`src/rtl/rng_share_ctrl.sv`:
```
// rng_share_ctrl: shares one LCG-style random generator among NUM_REQ
// requesters. Round-robin arbitration, one generator fetch per grant, and a
// bounded retry when the generator hands back the value delivered last time.
module rng_share_ctrl #(
    parameter int NUM_REQ   = 4,   // 2..8
    parameter int RNG_LAT   = 4,   // 1..15 cycles from rng_req to rng_data
    parameter int MAX_RETRY = 2    // 0..3 extra fetches on a repeated value
) (
    input  logic               clk,
    input  logic               reset,     // asynchronous, active low
    input  logic [NUM_REQ-1:0] req,
    input  logic [NUM_REQ-1:0] ack,
    output logic [NUM_REQ-1:0] grant,
    output logic [31:0]        data,
    output logic               valid,
    output logic               stale,
    output logic               busy,
    output logic               rng_req,
    input  logic [31:0]        rng_data
);

    localparam int PW = (NUM_REQ > 1) ? $clog2(NUM_REQ) : 1;

    typedef enum logic [2:0] {
        S_IDLE,
        S_FETCH,
        S_WAIT,
        S_CHECK,
        S_DELIVER
    } state_t;

    state_t        state;
    logic [PW-1:0] ptr;      // round-robin start point for the next search
    logic [PW-1:0] gidx;     // index of the current owner
    logic [31:0]   last;     // last value actually delivered
    logic [31:0]   sample;   // generator value captured at the end of WAIT
    logic [1:0]    retry;
    logic [3:0]    wcnt;

    // Round-robin search: first set req bit at or after ptr, wrapping.
    logic               pick_found;
    logic [PW-1:0]      pick_idx;
    logic [NUM_REQ-1:0] pick_oh;

    // Round-robin winner selection over the live request vector.
    always_comb begin
        int j;
        logic [PW-1:0] cand;
        j          = 0;
        cand       = '0;
        pick_found = 1'b0;
        pick_idx   = ptr;
        for (int i = 0; i < NUM_REQ; i++) begin
            j = int'(ptr) + i;
            if (j >= NUM_REQ) j = j - NUM_REQ;
            cand = PW'(j);
            if (!pick_found && req[cand]) begin
                pick_found = 1'b1;
                pick_idx   = cand;
            end
        end
        pick_oh           = '0;
        pick_oh[pick_idx] = 1'b1;
    end

    // Owner-relative views and the end-of-transaction condition.
    logic          own_req;
    logic          own_ack;
    logic          finish;
    logic          match;
    logic          retry_ok;
    logic [PW-1:0] ptr_next;

    // Decode owner request/ack, repeat detection and the next pointer.
    always_comb begin
        own_req  = req[gidx];
        own_ack  = ack[gidx];
        // Withdrawal ends any active state; ack only counts once data is out.
        // Ack together with withdrawal in DELIVER is the same release.
        finish   = (state != S_IDLE) &&
                   (!own_req || (state == S_DELIVER && valid && own_ack));
        match    = (sample == last);
        retry_ok = (retry < 2'(MAX_RETRY));
        ptr_next = (gidx == PW'(NUM_REQ - 1)) ? '0 : gidx + PW'(1);
    end

    // Main sequencer: all outputs are registered here.
    always_ff @(posedge clk or negedge reset) begin
        if (!reset) begin
            state   <= S_IDLE;
            grant   <= '0;
            data    <= '0;
            valid   <= 1'b0;
            stale   <= 1'b0;
            busy    <= 1'b0;
            rng_req <= 1'b0;
            ptr     <= '0;
            gidx    <= '0;
            last    <= '0;
            sample  <= '0;
            retry   <= '0;
            wcnt    <= '0;
        end else begin
            // rng_req is a one-cycle pulse; only the entries into FETCH raise it.
            rng_req <= 1'b0;
            if (finish) begin
                // Completed or abandoned: either way the owner loses its turn.
                // A pulse already sent to the generator is simply left behind.
                state <= S_IDLE;
                grant <= '0;
                valid <= 1'b0;
                busy  <= 1'b0;
                retry <= '0;
                ptr   <= ptr_next;
            end else begin
                case (state)
                    S_IDLE: begin
                        if (pick_found) begin
                            grant   <= pick_oh;
                            gidx    <= pick_idx;
                            rng_req <= 1'b1;
                            busy    <= 1'b1;
                            state   <= S_FETCH;
                        end
                    end
                    S_FETCH: begin
                        wcnt  <= 4'(RNG_LAT - 1);
                        state <= S_WAIT;
                    end
                    S_WAIT: begin
                        if (wcnt == 4'd0) begin
                            sample <= rng_data;
                            state  <= S_CHECK;
                        end else begin
                            wcnt <= wcnt - 4'd1;
                        end
                    end
                    S_CHECK: begin
                        if (match && retry_ok) begin
                            // Generator repeated itself; ask again. stale keeps
                            // its old value until a CHECK actually delivers.
                            retry   <= retry + 2'd1;
                            rng_req <= 1'b1;
                            state   <= S_FETCH;
                        end else begin
                            data  <= sample;
                            last  <= sample;
                            stale <= match;
                            valid <= 1'b1;
                            state <= S_DELIVER;
                        end
                    end
                    S_DELIVER: begin
                        // Hold data/grant/valid until the owner acks or leaves.
                    end
                    default: begin
                        state <= S_IDLE;
                        grant <= '0;
                        valid <= 1'b0;
                        busy  <= 1'b0;
                    end
                endcase
            end
        end
    end

endmodule

```
`config.mk`:
```
export PLATFORM = sky130hd
export DESIGN_NAME = rng_share_ctrl
export DESIGN_NICKNAME = d
export VERILOG_FILES = /design/src/rtl/rng_share_ctrl.sv
export SDC_FILE = /design/constraint.sdc
export NUM_CORES = 1
export LEC_CHECK = 0
export BUFFER_PORTS_ARGS = -buffer_cell sky130_fd_sc_hd__buf_2
export CORE_UTILIZATION = 56
export CTS_CLUSTER_DIAMETER = 200
export DETAILED_ROUTE_END_ITERATION = 8
export GPL_ROUTABILITY_DRIVEN = 0
export PLACE_DENSITY = 0.8
export SETUP_SLACK_MARGIN = 0.5
export SLEW_MARGIN = 20
export SYNTH_ARGS = -nofsm -noshare
export SYNTH_HDL_FRONTEND = slang
export SYNTH_SLANG_ARGS = --single-unit
```
`constraint.sdc`:
```
create_clock -name clk -period 2.6 [get_ports clk]
set_input_delay 0.13 -clock clk [delete_from_list [all_inputs] [get_ports clk]]
set_output_delay 0.13 -clock clk [all_outputs]
set_load 0.05 [all_outputs]
```
==> metrics.sh, run 1 <==
RUN_STATUS='completed'
NUMPORTBUFFERS=81
GRT_PASS1_VIAS=3656
HOLD_PATH_DEPTH=2
POSTSYNTH.TOPFLOPCELL='sky130_fd_sc_hd__dfrtp_1'
MAPPEDNETLISTNETS=490
TIMING.SLEW.HEADROOM_PCT=26.9
HOLD_PATH.CLASS='in2reg'
WORST-R2R-CELL-COUNT=6
FINALPOWER_mW=6.64
DIE_FOOTPRINT_UM2=8410
CTS.REPORTEDPATHS.CLKPINSLEW_PS=80
WORST_PIN_SLEW_PS=1100
ASYNC_RESET_FF_SHARE_PCT=100
GRT_SETUP_UNREPAIRED='true'
SYNTHDOMINANTAREACELLTYPE='sky130_fd_sc_hd__dfrtp_1'
STARTPOINT_CLASS='register'
CTS.SINK_COUNT=85
WORST_HOLD_PATH.ENDPOINT='sample[9]$_DFFE_PN0P_'
PLACED_CELLS_INCL_TAPS=613
CORE_AREA_UM2=7770
POWER_FRAC_CLOCK_PCT=14.8
POWER_REPORT.INTERNAL_TOTAL_mW=3.61
WORST_IR_DROP_VDD_uV=793
TIMING.FINAL.MAX_SLEW_VIOLATIONS=0
MAXCAPVIOLATIONS=0
POST-SYNTH-TOP-AREA-FRACTION_PCT=47.2
YS_SEQ_ELEMENTS=85
CTS_INSERTED_BUFFERS=9
FIRST_ITER_VIOLATIONS=276
GRT_MAX_DEGREE=44
POST_DRT_WL_PER_CELL_UM=17.6
MAPPEDNETLISTAREA_UM2=4500
DETAIL_ROUTE.DRC_VIOLATIONS=0
FINAL_HOLD_VIOL_COUNT=0
ROOT_BUFFER='sky130_fd_sc_hd__clkbuf_8'
SETUP-TNS-FINAL_PS=0
CTSHTREEMAXLEVEL=3
CELLPOWERDENSITY_nW_PER_UM2=1180
PLACEMENT_ROWS=32
POSTROUTEANTENNANETS=0
LAYOUT.CELLS.NON_FILLER=654
POWER.COMBINATIONAL.FRACTION_PCT=48.2
REGTOREGENDPOINT='last[0]$_DFFE_PN0P_'
SWITCHING_SHARE_PCT=45.7
RR_STARTPOINT='last[16]$_DFFE_PN0P_'
LAYOUT_MIN_CYCLE_TIME_PS=2140
CLOCK_INSERTION_DELAY_AT_THE_LATER_PIN_OF_THE_SKEW_REPORT_PS=360
SYNTH_CELLS=446
CTS_TREE='built'
YS_TYPES=44
YOSYS-TOP-CELLS-AREA='sky130_fd_sc_hd__dfrtp_1, sky130_fd_sc_hd__mux2_2, sky130_fd_sc_hd__o31a_1'
FMAXACHIEVABLE_GHz=0.467
WORST_CLOCK_SKEW_PS=7.89
HOLDCRITSTARTPOINT='rng_data[9]'
SYNTH_SEQUENTIAL_AREA_RATIO_PCT=47.2
POST_SYNTH.CELL_AREA_AVG_UM2=10.1
CRITICALPATHCATEGORY='reg2reg'
POWER.NET_SWITCHING_mW=3.03
PWR-SHARE-SEQ_PCT=36.9
GRT_PASS1_WL_MM=17.8
CP_ENDPOINT_KIND='register'
POST_DRT_VIA_CELL_RATIO=5.83
MOST_FREQUENT_STANDARD_CELL_IN_THE_LAYOUT_EXCLUDING_FILL_AND_TAP_CELLS='sky130_fd_sc_hd__buf_2'
FINAL_LAYOUT_SIZE_SUFFIX_GT1_SHARE_PCT=36.4
DETAIL_ROUTE.WIRELENGTH_MM=11.5
INSERTEDDIODECOUNT=0
LAYOUT_WORST_PATH_CYCLE_SHARE_PCT=82.4
MOST-COMMON-LAYOUT-CELLS='sky130_fd_sc_hd__buf_2, sky130_fd_sc_hd__nand2_1, sky130_fd_sc_hd__dfrtp_1'
PLACE.DETAILED.HPWL_MM=7.46
GR-TOTAL-OVERFLOW=0
LAYOUT.CORE_UTILIZATION_PCT=72.7
CRITICAL_PATH_PEAK_FANOUT=22
IOS=82
GRT_UTIL_ALL_LAYERS_PCT=27.3
VIAS=3813
DIEHEIGHT_UM=91.7
CP_DATA_REQUIRED_TIME_PS=2860
FIRST_PASS_ITERS=5
SYNTH_WARNINGS=0
ANTENNA_VIOLATIONS_BEFORE_REPAIR=0
CTS-ROOT-TO-SINK-BUFFERS=2
POWER_LEAKAGE_nW=2.59
TIMING.FINAL.SETUP_VIOLATIONS=0
R2R_SETUP_SLACK_PS=460
AREAGROWTHSYNTHTOFINISH_PCT=25.4
FLOORPLAN.DIE.WIDTH_UM=91.7
TIMING.CRITICAL_PATH.ARRIVAL_PS=2400
NUMBER_OF_FLOPS_MAPPED_TO_ENABLE_CELLS_BY_YOSYS=0
FINAL_NET_COUNT=591
INITIAL_CORE_UTIL_PCT=58.0
==> registers in the layout, summed over array words and instances (netlist names), 2 cells and up <==
| register | cells |
|---|---|
| last | 32 |
| sample | 32 |
| grant | 4 |
| wcnt | 4 |
| state | 3 |
| gidx | 2 |
| ptr | 2 |
| retry | 2 |
==> power groups by stage <==
stage          combinational, mW  sequential, mW  clock, mW
2_1_floorplan               1.58            3.34          0
3_3_place_gp                2.77            2.40          0
3_5_place_dp                2.88            2.43          0
4_1_cts                     3.00            2.42      0.995
5_1_grt                     3.41            2.53       1.04
6_report                    3.20            2.45      0.984
==> routing by layer <==
metal / vias up / share of wire, % / GRT usage [%]
li1: 1777 / - / -
met1: 1872 / 41 / 34.7
met2: 142 / 51 / 45.9
met3: 22 / 5.9 / 6.05
met4: 0 / 2.2 / 9.66
met5: - / 0 / 0
==> cell families after synthesis <==
family,Yosys count,synth area share (%)
simple gates,151,16.7
compound gates,104,15.7
flops,85,47.2
mux,38,9.97
xor+xnor,33,6.42
buf+inv,33,3.47
fa+ha+maj,2,0.555
==> how the worst max path moves through the flow <==
| stage | from | to | slack [ps] | cells past startpoint |
|---|---|---|---|---|
| after floorplan | last[2]$_DFFE_PN0P_ | valid$_DFFE_PN0P_ | 500 | 7 |
| after global placement | sample[2]$_DFFE_PN0P_ | last[22]$_DFFE_PN0P_ | 460 | 6 |
| after detailed placement | last[22]$_DFFE_PN0P_ | last[13]$_DFFE_PN0P_ | 370 | 6 |
| after CTS | last[22]$_DFFE_PN0P_ | last[0]$_DFFE_PN0P_ | 480 | 6 |
| after global routing | sample[0]$_DFFE_PN0P_ | last[0]$_DFFE_PN0P_ | 370 | 6 |
| final | last[16]$_DFFE_PN0P_ | last[0]$_DFFE_PN0P_ | 460 | 6 |
==> repair_timing <==
action,CTS,global route
pin swaps,4,4
endpoints found under the hold margin,57,2
resized for setup,12,15
endpoints found under the setup margin,39,68
hold buffers,16,2
buffers inserted,1,6
==> synthesized netlist by cell type, types with 2 or more instances <==
master and count:
sky130_fd_sc_hd__dfrtp_1 85, sky130_fd_sc_hd__nand2_1 70, sky130_fd_sc_hd__mux2_2 35, sky130_fd_sc_hd__o21ai_0 34
sky130_fd_sc_hd__nand2b_1 33, sky130_fd_sc_hd__o31a_1 32, sky130_fd_sc_hd__xnor2_1 17, sky130_fd_sc_hd__clkbuf_1 16
sky130_fd_sc_hd__xor2_1 16, sky130_fd_sc_hd__nor2_1 15, sky130_fd_sc_hd__a21oi_1 9, sky130_fd_sc_hd__o21ai_1 9
sky130_fd_sc_hd__buf_2 8, sky130_fd_sc_hd__nor4_1 7, sky130_fd_sc_hd__inv_1 6, sky130_fd_sc_hd__nand4_1 6
sky130_fd_sc_hd__nor2b_1 6, sky130_fd_sc_hd__a22o_1 5, sky130_fd_sc_hd__a21o_1 3, sky130_fd_sc_hd__buf_6 3
sky130_fd_sc_hd__and2_1 2, sky130_fd_sc_hd__ha_1 2, sky130_fd_sc_hd__mux4_2 2, sky130_fd_sc_hd__nand3_1 2
sky130_fd_sc_hd__nor3_1 2, sky130_fd_sc_hd__o31ai_1 2, sky130_fd_sc_hd__or4_1 2
==> metrics by stage <==
step	setup slack, ps	cell area (um2)	hold slack, ps
after CTS	475	5500	0.203
after floorplan	501	4540	-166
after global routing	370	5650	1.93
final	459	5650	7.86
after detailed placement	367	5060	166
after global placement	460	5060	168
==> worst max-delay path: stages (launching register included) <==
cell,delay (ps)
sky130_fd_sc_hd__dfrtp_2,450
sky130_fd_sc_hd__xnor2_2,180
sky130_fd_sc_hd__nand4_1,200
sky130_fd_sc_hd__or4_4,620
sky130_fd_sc_hd__buf_8,190
sky130_fd_sc_hd__o31a_1,300
sky130_fd_sc_hd__o21ai_0,90
==> cell type report <==
class                      instances  area [um2]
multi-input combinational        328        2330
fill                             570        2120
inverter                           6        22.5
timing repair buffer             117         792
sequential                        85        2160
tap                              102         128
clock inverter                     5        58.8
clock buffer                      11         151
(Power assumes the default switching activity.)
==> run 2: changes to the inputs <==
clock period = 2.05 ns   (was 2.6 ns; I/O delays follow)
==> metrics.sh, run 2 (same netlist as run 1, synthesis figures left out) <==
FIRST_PASS_ITERS=5
TIMING.FINAL.SETUP_VIOLATIONS=37
CTS_INSERTED_BUFFERS=9
WORST-R2R-CELL-COUNT=7
LAYOUT_WORST_PATH_CYCLE_SHARE_PCT=111
FMAXACHIEVABLE_GHz=0.439
INSERTEDDIODECOUNT=0
FIRST_ITER_VIOLATIONS=551
STARTPOINT_CLASS='register'
TIMING.FINAL.MAX_SLEW_VIOLATIONS=0
CP_DATA_REQUIRED_TIME_PS=2290
WORST_CLOCK_SKEW_PS=16.4
MAXCAPVIOLATIONS=0
PLACE.DETAILED.HPWL_MM=7.72
CTSHTREEMAXLEVEL=3
CP-STARTPOINT='sample[1]$_DFFE_PN0P_'
WORST_HOLD_SLACK_PS=-2.47
REGTOREGENDPOINT='last[11]$_DFFE_PN0P_'
LAYOUT.CORE_UTILIZATION_PCT=86.7
CORE_AREA_UM2=7770
POST_DRT_VIA_CELL_RATIO=6.37
DETAILED_PLACE.AREA_UM2=5500
WORST_IR_DROP_VDD_uV=1120
DETAIL_ROUTE.WIRELENGTH_MM=16.2
GRT_UTIL_ALL_LAYERS_PCT=35.8
GRT_MAX_DEGREE=52
HOLD_PATH_DEPTH=2
FINAL_AREA_UM2=6740
CTS.SINK_COUNT=85
AREAGROWTHSYNTHTOFINISH_PCT=49.6
CELLPOWERDENSITY_nW_PER_UM2=1630
BIGGESTREGSBYFLOPS='last x32, sample x32'
CTS-ROOT-TO-SINK-BUFFERS=2
DETAIL_ROUTE.DRC_VIOLATIONS=0
GRT_PASS1_WL_MM=22.8
POWER_LEAKAGE_nW=3.22
CLOCK_INSERTION_DELAY_AT_THE_LATER_PIN_OF_THE_SKEW_REPORT_PS=360
FLOORPLAN.DIE.WIDTH_UM=91.7
FINAL_HOLD_VIOL_COUNT=1
RUN_STATUS='complete, but fails checks'
PLACEMENT_ROWS=32
NUMPORTBUFFERS=81
FINALWORSTSETUPSLACK_PS=-229
GRT_SETUP_UNREPAIRED='true'
IOS=82
CTS_TREE='built'
CTS.REPORTEDPATHS.CLKPINSLEW_PS=100
CRITICALPATHCATEGORY='reg2reg'
FINAL_NET_COUNT=664
GR-TOTAL-OVERFLOW=0
VIAS=4633
CP_ENDPOINT_KIND='register'
DIE_FOOTPRINT_UM2=8410
R2R_SETUP_SLACK_PS=-230
CRITICAL_PATH_PEAK_FANOUT=6
ANTENNA_VIOLATIONS_BEFORE_REPAIR=0
POSTROUTEANTENNANETS=0
HOLDCRITSTARTPOINT='rng_data[2]'
INITIAL_CORE_UTIL_PCT=58.0
HOLD_PATH.CLASS='in2reg'
FAILING_CHECKS='hold timing, setup timing'
DIEHEIGHT_UM=91.7
TIMING.SLEW.HEADROOM_PCT=56.0
GRT_PASS1_VIAS=4553
TIMING.CRITICAL_PATH.ARRIVAL_PS=2510
MOST-COMMON-LAYOUT-CELLS='sky130_fd_sc_hd__buf_2, sky130_fd_sc_hd__nand2_1, sky130_fd_sc_hd__dfrtp_1'
FINAL_LAYOUT_SIZE_SUFFIX_GT1_SHARE_PCT=46.4
WORST_PIN_SLEW_PS=654
WORST_HOLD_PATH.ENDPOINT='sample[2]$_DFFE_PN0P_'
MOST_FREQUENT_STANDARD_CELL_IN_THE_LAYOUT_EXCLUDING_FILL_AND_TAP_CELLS='sky130_fd_sc_hd__buf_2'
LAYOUT_MIN_CYCLE_TIME_PS=2280
RR_STARTPOINT='sample[1]$_DFFE_PN0P_'
ROOT_BUFFER='sky130_fd_sc_hd__clkbuf_8'
POST_DRT_WL_PER_CELL_UM=22.2
==> run 2: cell count changes in the layout (fill, tap and decap cells not counted), moves of 4 or more <==
cell | before | now
sky130_fd_sc_hd__buf_16 | 0 | 4
sky130_fd_sc_hd__buf_4 | 11 | 49
sky130_fd_sc_hd__buf_6 | 3 | 15
sky130_fd_sc_hd__dfrtp_1 | 56 | 52
sky130_fd_sc_hd__dfrtp_2 | 29 | 33
sky130_fd_sc_hd__dlygate4sd3_1 | 18 | 31
sky130_fd_sc_hd__mux2_2 | 35 | 0
sky130_fd_sc_hd__mux2_4 | 0 | 35
sky130_fd_sc_hd__nor2_1 | 15 | 10
sky130_fd_sc_hd__o21ai_0 | 34 | 15
sky130_fd_sc_hd__o21ai_1 | 9 | 23
sky130_fd_sc_hd__o21ai_2 | 0 | 4
==> run 2: where the power goes <==
part	switching, mW	total, mW	internal, mW
clock network	0.630	1.45	0.819
logic	3.54	6.19	2.65
registers	0.878	3.31	2.43
total	5.05	11.0	5.90
==> run 2: worst max path at each step <==
stage	to	slack [ps]	cells past startpoint
after global routing	last[0]$_DFFE_PN0P_	-260	7
final	last[11]$_DFFE_PN0P_	-230	7
after detailed placement	last[2]$_DFFE_PN0P_	-80	7
after global placement	last[9]$_DFFE_PN0P_	-20	7
after CTS	last[16]$_DFFE_PN0P_	7	7
after floorplan	valid$_DFFE_PN0P_	-40	7
==> run 2: cell type report <==
type                            count  area [um2]
Multi-Input combinational cell    329        2630
Sequential cell                    85        2170
Timing Repair Buffer              189        1540
Fill cell                         356        1030
Clock buffer                       13         179
Tap cell                          102         128
Clock inverter                      3        65.1
Inverter                            6        22.5
==> run 2: metal layers <==
layer | vias up | GRT usage [%] | part of all wire, %
met5 | - | 0 | 0
met4 | 0 | 23.3 | 6.2
met3 | 105 | 6.05 | 7.7
met2 | 342 | 58.7 | 49
met1 | 2268 | 43.7 | 37
li1 | 1918 | - | -
==> run 2: through the flow <==
step                      cells  worst slack [ps]  power, mW  setup TNS, ps
after floorplan             446             -39.5       6.48           -734
after global placement      650             -19.7       7.96           -177
after detailed placement    650             -76.2       8.17          -1330
after CTS                   718              6.57       10.0              0
after global routing        727              -263       11.4          -7780
final                       727              -229       11.0          -7070
==> run 2: what timing repair did <==
item | 4_1_cts | 5_1_grt
buffers inserted | 15 | 8
setup endpoints to repair | 83 | 84
gates resized for setup | 58 | 37
gates cloned | 7 | 0
pin swaps | 20 | 18
hold endpoints to repair | 63 | 1
hold buffers | 30 | 1
==> run 2: worst max-delay path, stage by stage, from the launching register on <==
cell	delay (ps)
sky130_fd_sc_hd__dfrtp_1	460
sky130_fd_sc_hd__xnor2_1	270
sky130_fd_sc_hd__nand4_1	210
sky130_fd_sc_hd__or4_4	590
sky130_fd_sc_hd__nor3_4	220
sky130_fd_sc_hd__buf_6	150
sky130_fd_sc_hd__buf_6	140
sky130_fd_sc_hd__o21ai_0	110
==> run 3: changes to the inputs <==
BUFFER_PORTS_ARGS = -buffer_cell sky130_fd_sc_hd__buf_4   (was -buffer_cell sky130_fd_sc_hd__buf_2)
RECOVER_POWER = 50   (was unset)
SETUP_SLACK_MARGIN = unset   (was 0.5)
==> metrics.sh, run 3 (same netlist as run 1, synthesis figures left out) <==
RUN_STATUS='complete, but fails checks'
FAILING_CHECKS='setup timing'
WORST_PIN_SLEW_PS=782
WORST_IR_DROP_VDD_uV=1050
CP_ENDPOINT_KIND='register'
GR-TOTAL-OVERFLOW=0
FIRST_ITER_VIOLATIONS=160
FINALWORSTSETUPSLACK_PS=-123
DETAIL_ROUTE.DRC_VIOLATIONS=0
POST_DRT_WL_PER_CELL_UM=17.5
GR-MAX-USAGE-LAYER='met2'
VIAS=4068
MAXCAPVIOLATIONS=0
FIRST_PASS_ITERS=5
DETAIL_ROUTE.WIRELENGTH_MM=12.3
TIMING.CRITICAL_PATH.ARRIVAL_PS=2440
GRT_UTIL_MET3_PCT=5.72
PLACED_CELLS_INCL_TAPS=653
CRITICALPATHCATEGORY='reg2reg'
GRT_UTIL_MET2_PCT=50.7
CTS_INSERTED_BUFFERS=9
SEQUENTIAL_CELL_AREA_UM2=2160
CTS_TREE='built'
POSTROUTEANTENNANETS=0
CTS-ROOT-TO-SINK-BUFFERS=2
IOS=82
GRT_SETUP_UNREPAIRED='true'
INSERTEDDIODECOUNT=0
FMAXACHIEVABLE_GHz=0.460
INITIAL_CORE_UTIL_PCT=58.0
CELLPOWERDENSITY_nW_PER_UM2=1580
R2R_SETUP_SLACK_PS=-120
FINAL_AREA_UM2=6180
CLOCK_INSERTION_DELAY_AT_THE_LATER_PIN_OF_THE_SKEW_REPORT_PS=360
CORE_AREA_UM2=7770
GRT_MAX_DEGREE=58
CTSHTREEMAXLEVEL=3
MULTIINPUTGATEAREA_UM2=2280
WORST-R2R-CELL-COUNT=6
PRE_CTS_WS_PS=-146
CP_DATA_REQUIRED_TIME_PS=2320
DETAILED_PLACE.AREA_UM2=5560
DIEHEIGHT_UM=91.7
LAYOUT.CELLS.NON_FILLER=705
STARTPOINT_CLASS='register'
FINALPOWER_mW=9.75
POWER_LEAKAGE_nW=2.86
FINAL_LAYOUT_SIZE_SUFFIX_GT1_SHARE_PCT=37.5
TIMING.FINAL.MAX_SLEW_VIOLATIONS=0
TIMING.FINAL.SETUP_VIOLATIONS=27
MOST-COMMON-LAYOUT-CELLS='sky130_fd_sc_hd__buf_4, sky130_fd_sc_hd__nand2_1, sky130_fd_sc_hd__dfrtp_1'
DIE_FOOTPRINT_UM2=8410
PLACEMENT_ROWS=32
LAYOUT_MIN_CYCLE_TIME_PS=2170
FINAL_NET_COUNT=642
ROOT_BUFFER='sky130_fd_sc_hd__clkbuf_8'
GRT_PASS1_VIAS=4008
TIMING.SLEW.HEADROOM_PCT=47.9
GRT_UTIL_ALL_LAYERS_PCT=30.7
CTS.SINK_COUNT=85
GRT_PASS1_WL_MM=19.8
CTS.REPORTEDPATHS.CLKPINSLEW_PS=80
AREAGROWTHSYNTHTOFINISH_PCT=37.2
FILLCELL_TOTAL=493
GRT_USE_MET1_PCT=39.4
LAYOUT_WORST_PATH_CYCLE_SHARE_PCT=106
FLOORPLAN.DIE.WIDTH_UM=91.7
SETUP-TNS-FINAL_PS=-877
NUMPORTBUFFERS=81
POST_DRT_VIA_CELL_RATIO=5.77
LAYOUT.CORE_UTILIZATION_PCT=79.5
PLACE.DETAILED.HPWL_MM=7.80
FINAL_HOLD_VIOL_COUNT=0
WORST_CLOCK_SKEW_PS=9.42
HOLD_PATH.CLASS='in2reg'
ANTENNA_VIOLATIONS_BEFORE_REPAIR=0
MOST_FREQUENT_STANDARD_CELL_IN_THE_LAYOUT_EXCLUDING_FILL_AND_TAP_CELLS='sky130_fd_sc_hd__buf_4'
HOLD_PATH_DEPTH=4
BIGGESTREGSBYFLOPS='last x32, sample x32'
WORST_HOLD_SLACK_PS=211
CRITICAL_PATH_PEAK_FANOUT=16
[run 3: cell types whose count changed in the layout (fill, tap and decap cells not counted), sizes merged]
cell	change
and2	-1
buf	-26
bufinv	-2
clkbuf	+2
clkinvlp	+3
dlygate4sd3	+2
[run 3: metal layers]
layer  vias up  share of wire (%)  wire [um]
met5         -                  0          0
met4         0                3.0        365
met3        31                5.2        645
met2       142                 51       6250
met1      2022                 41       5050
li1       1873                  -          -
[run 3: final timing paths]
check,startpoint,to
max in group asynchronous,reset,last[26]$_DFFE_PN0P_
worst min register to register,grant[0]$_DFFE_PN0P_,grant[0]$_DFFE_PN0P_
worst max register to register,last[5]$_DFFE_PN0P_,last[22]$_DFFE_PN0P_
worst max-delay path,last[5]$_DFFE_PN0P_,last[22]$_DFFE_PN0P_
min in group asynchronous,reset,sample[11]$_DFFE_PN0P_
worst min-delay path,req[1],state[0]$_DFFE_PN0P_
[run 3: final cells by class]
class / count / area share (%)
multi-input cells: 328 / 37.0
flip-flops and latches: 85 / 35.0
repair buffers: 168 / 22.4
clock buffers: 12 / 2.67
well taps: 102 / 2.07
clock inverters: 4 / 0.506
inverters: 6 / 0.365
[run 3: power breakdown]
| part | internal (mW) | total (mW) | switching [mW] |
|---|---|---|---|
| sequential | 2.42 | 3.13 | 0.703 |
| clock | 0.542 | 1.16 | 0.618 |
| combinational | 2.36 | 5.46 | 3.10 |
| total | 5.32 | 9.75 | 4.42 |
[run 3: worst max-delay path: stages (launching register included)]
cell and delay (ps):
sky130_fd_sc_hd__dfrtp_2 410, sky130_fd_sc_hd__xnor2_1 270, sky130_fd_sc_hd__nand4_1 240, sky130_fd_sc_hd__or4_4 520, sky130_fd_sc_hd__buf_6 190, sky130_fd_sc_hd__o31a_1 330, sky130_fd_sc_hd__o21ai_1 120
[run 3: repair_timing]
| action | 4_1_cts | 5_1_grt |
|---|---|---|
| pin swaps | 4 | 3 |
| hold buffers | 33 | 0 |
| gates resized for setup | 12 | 16 |
| buffers inserted | 1 | 2 |
| hold endpoints to repair | 60 | 0 |
| endpoints found under the setup margin | 37 | 37 |
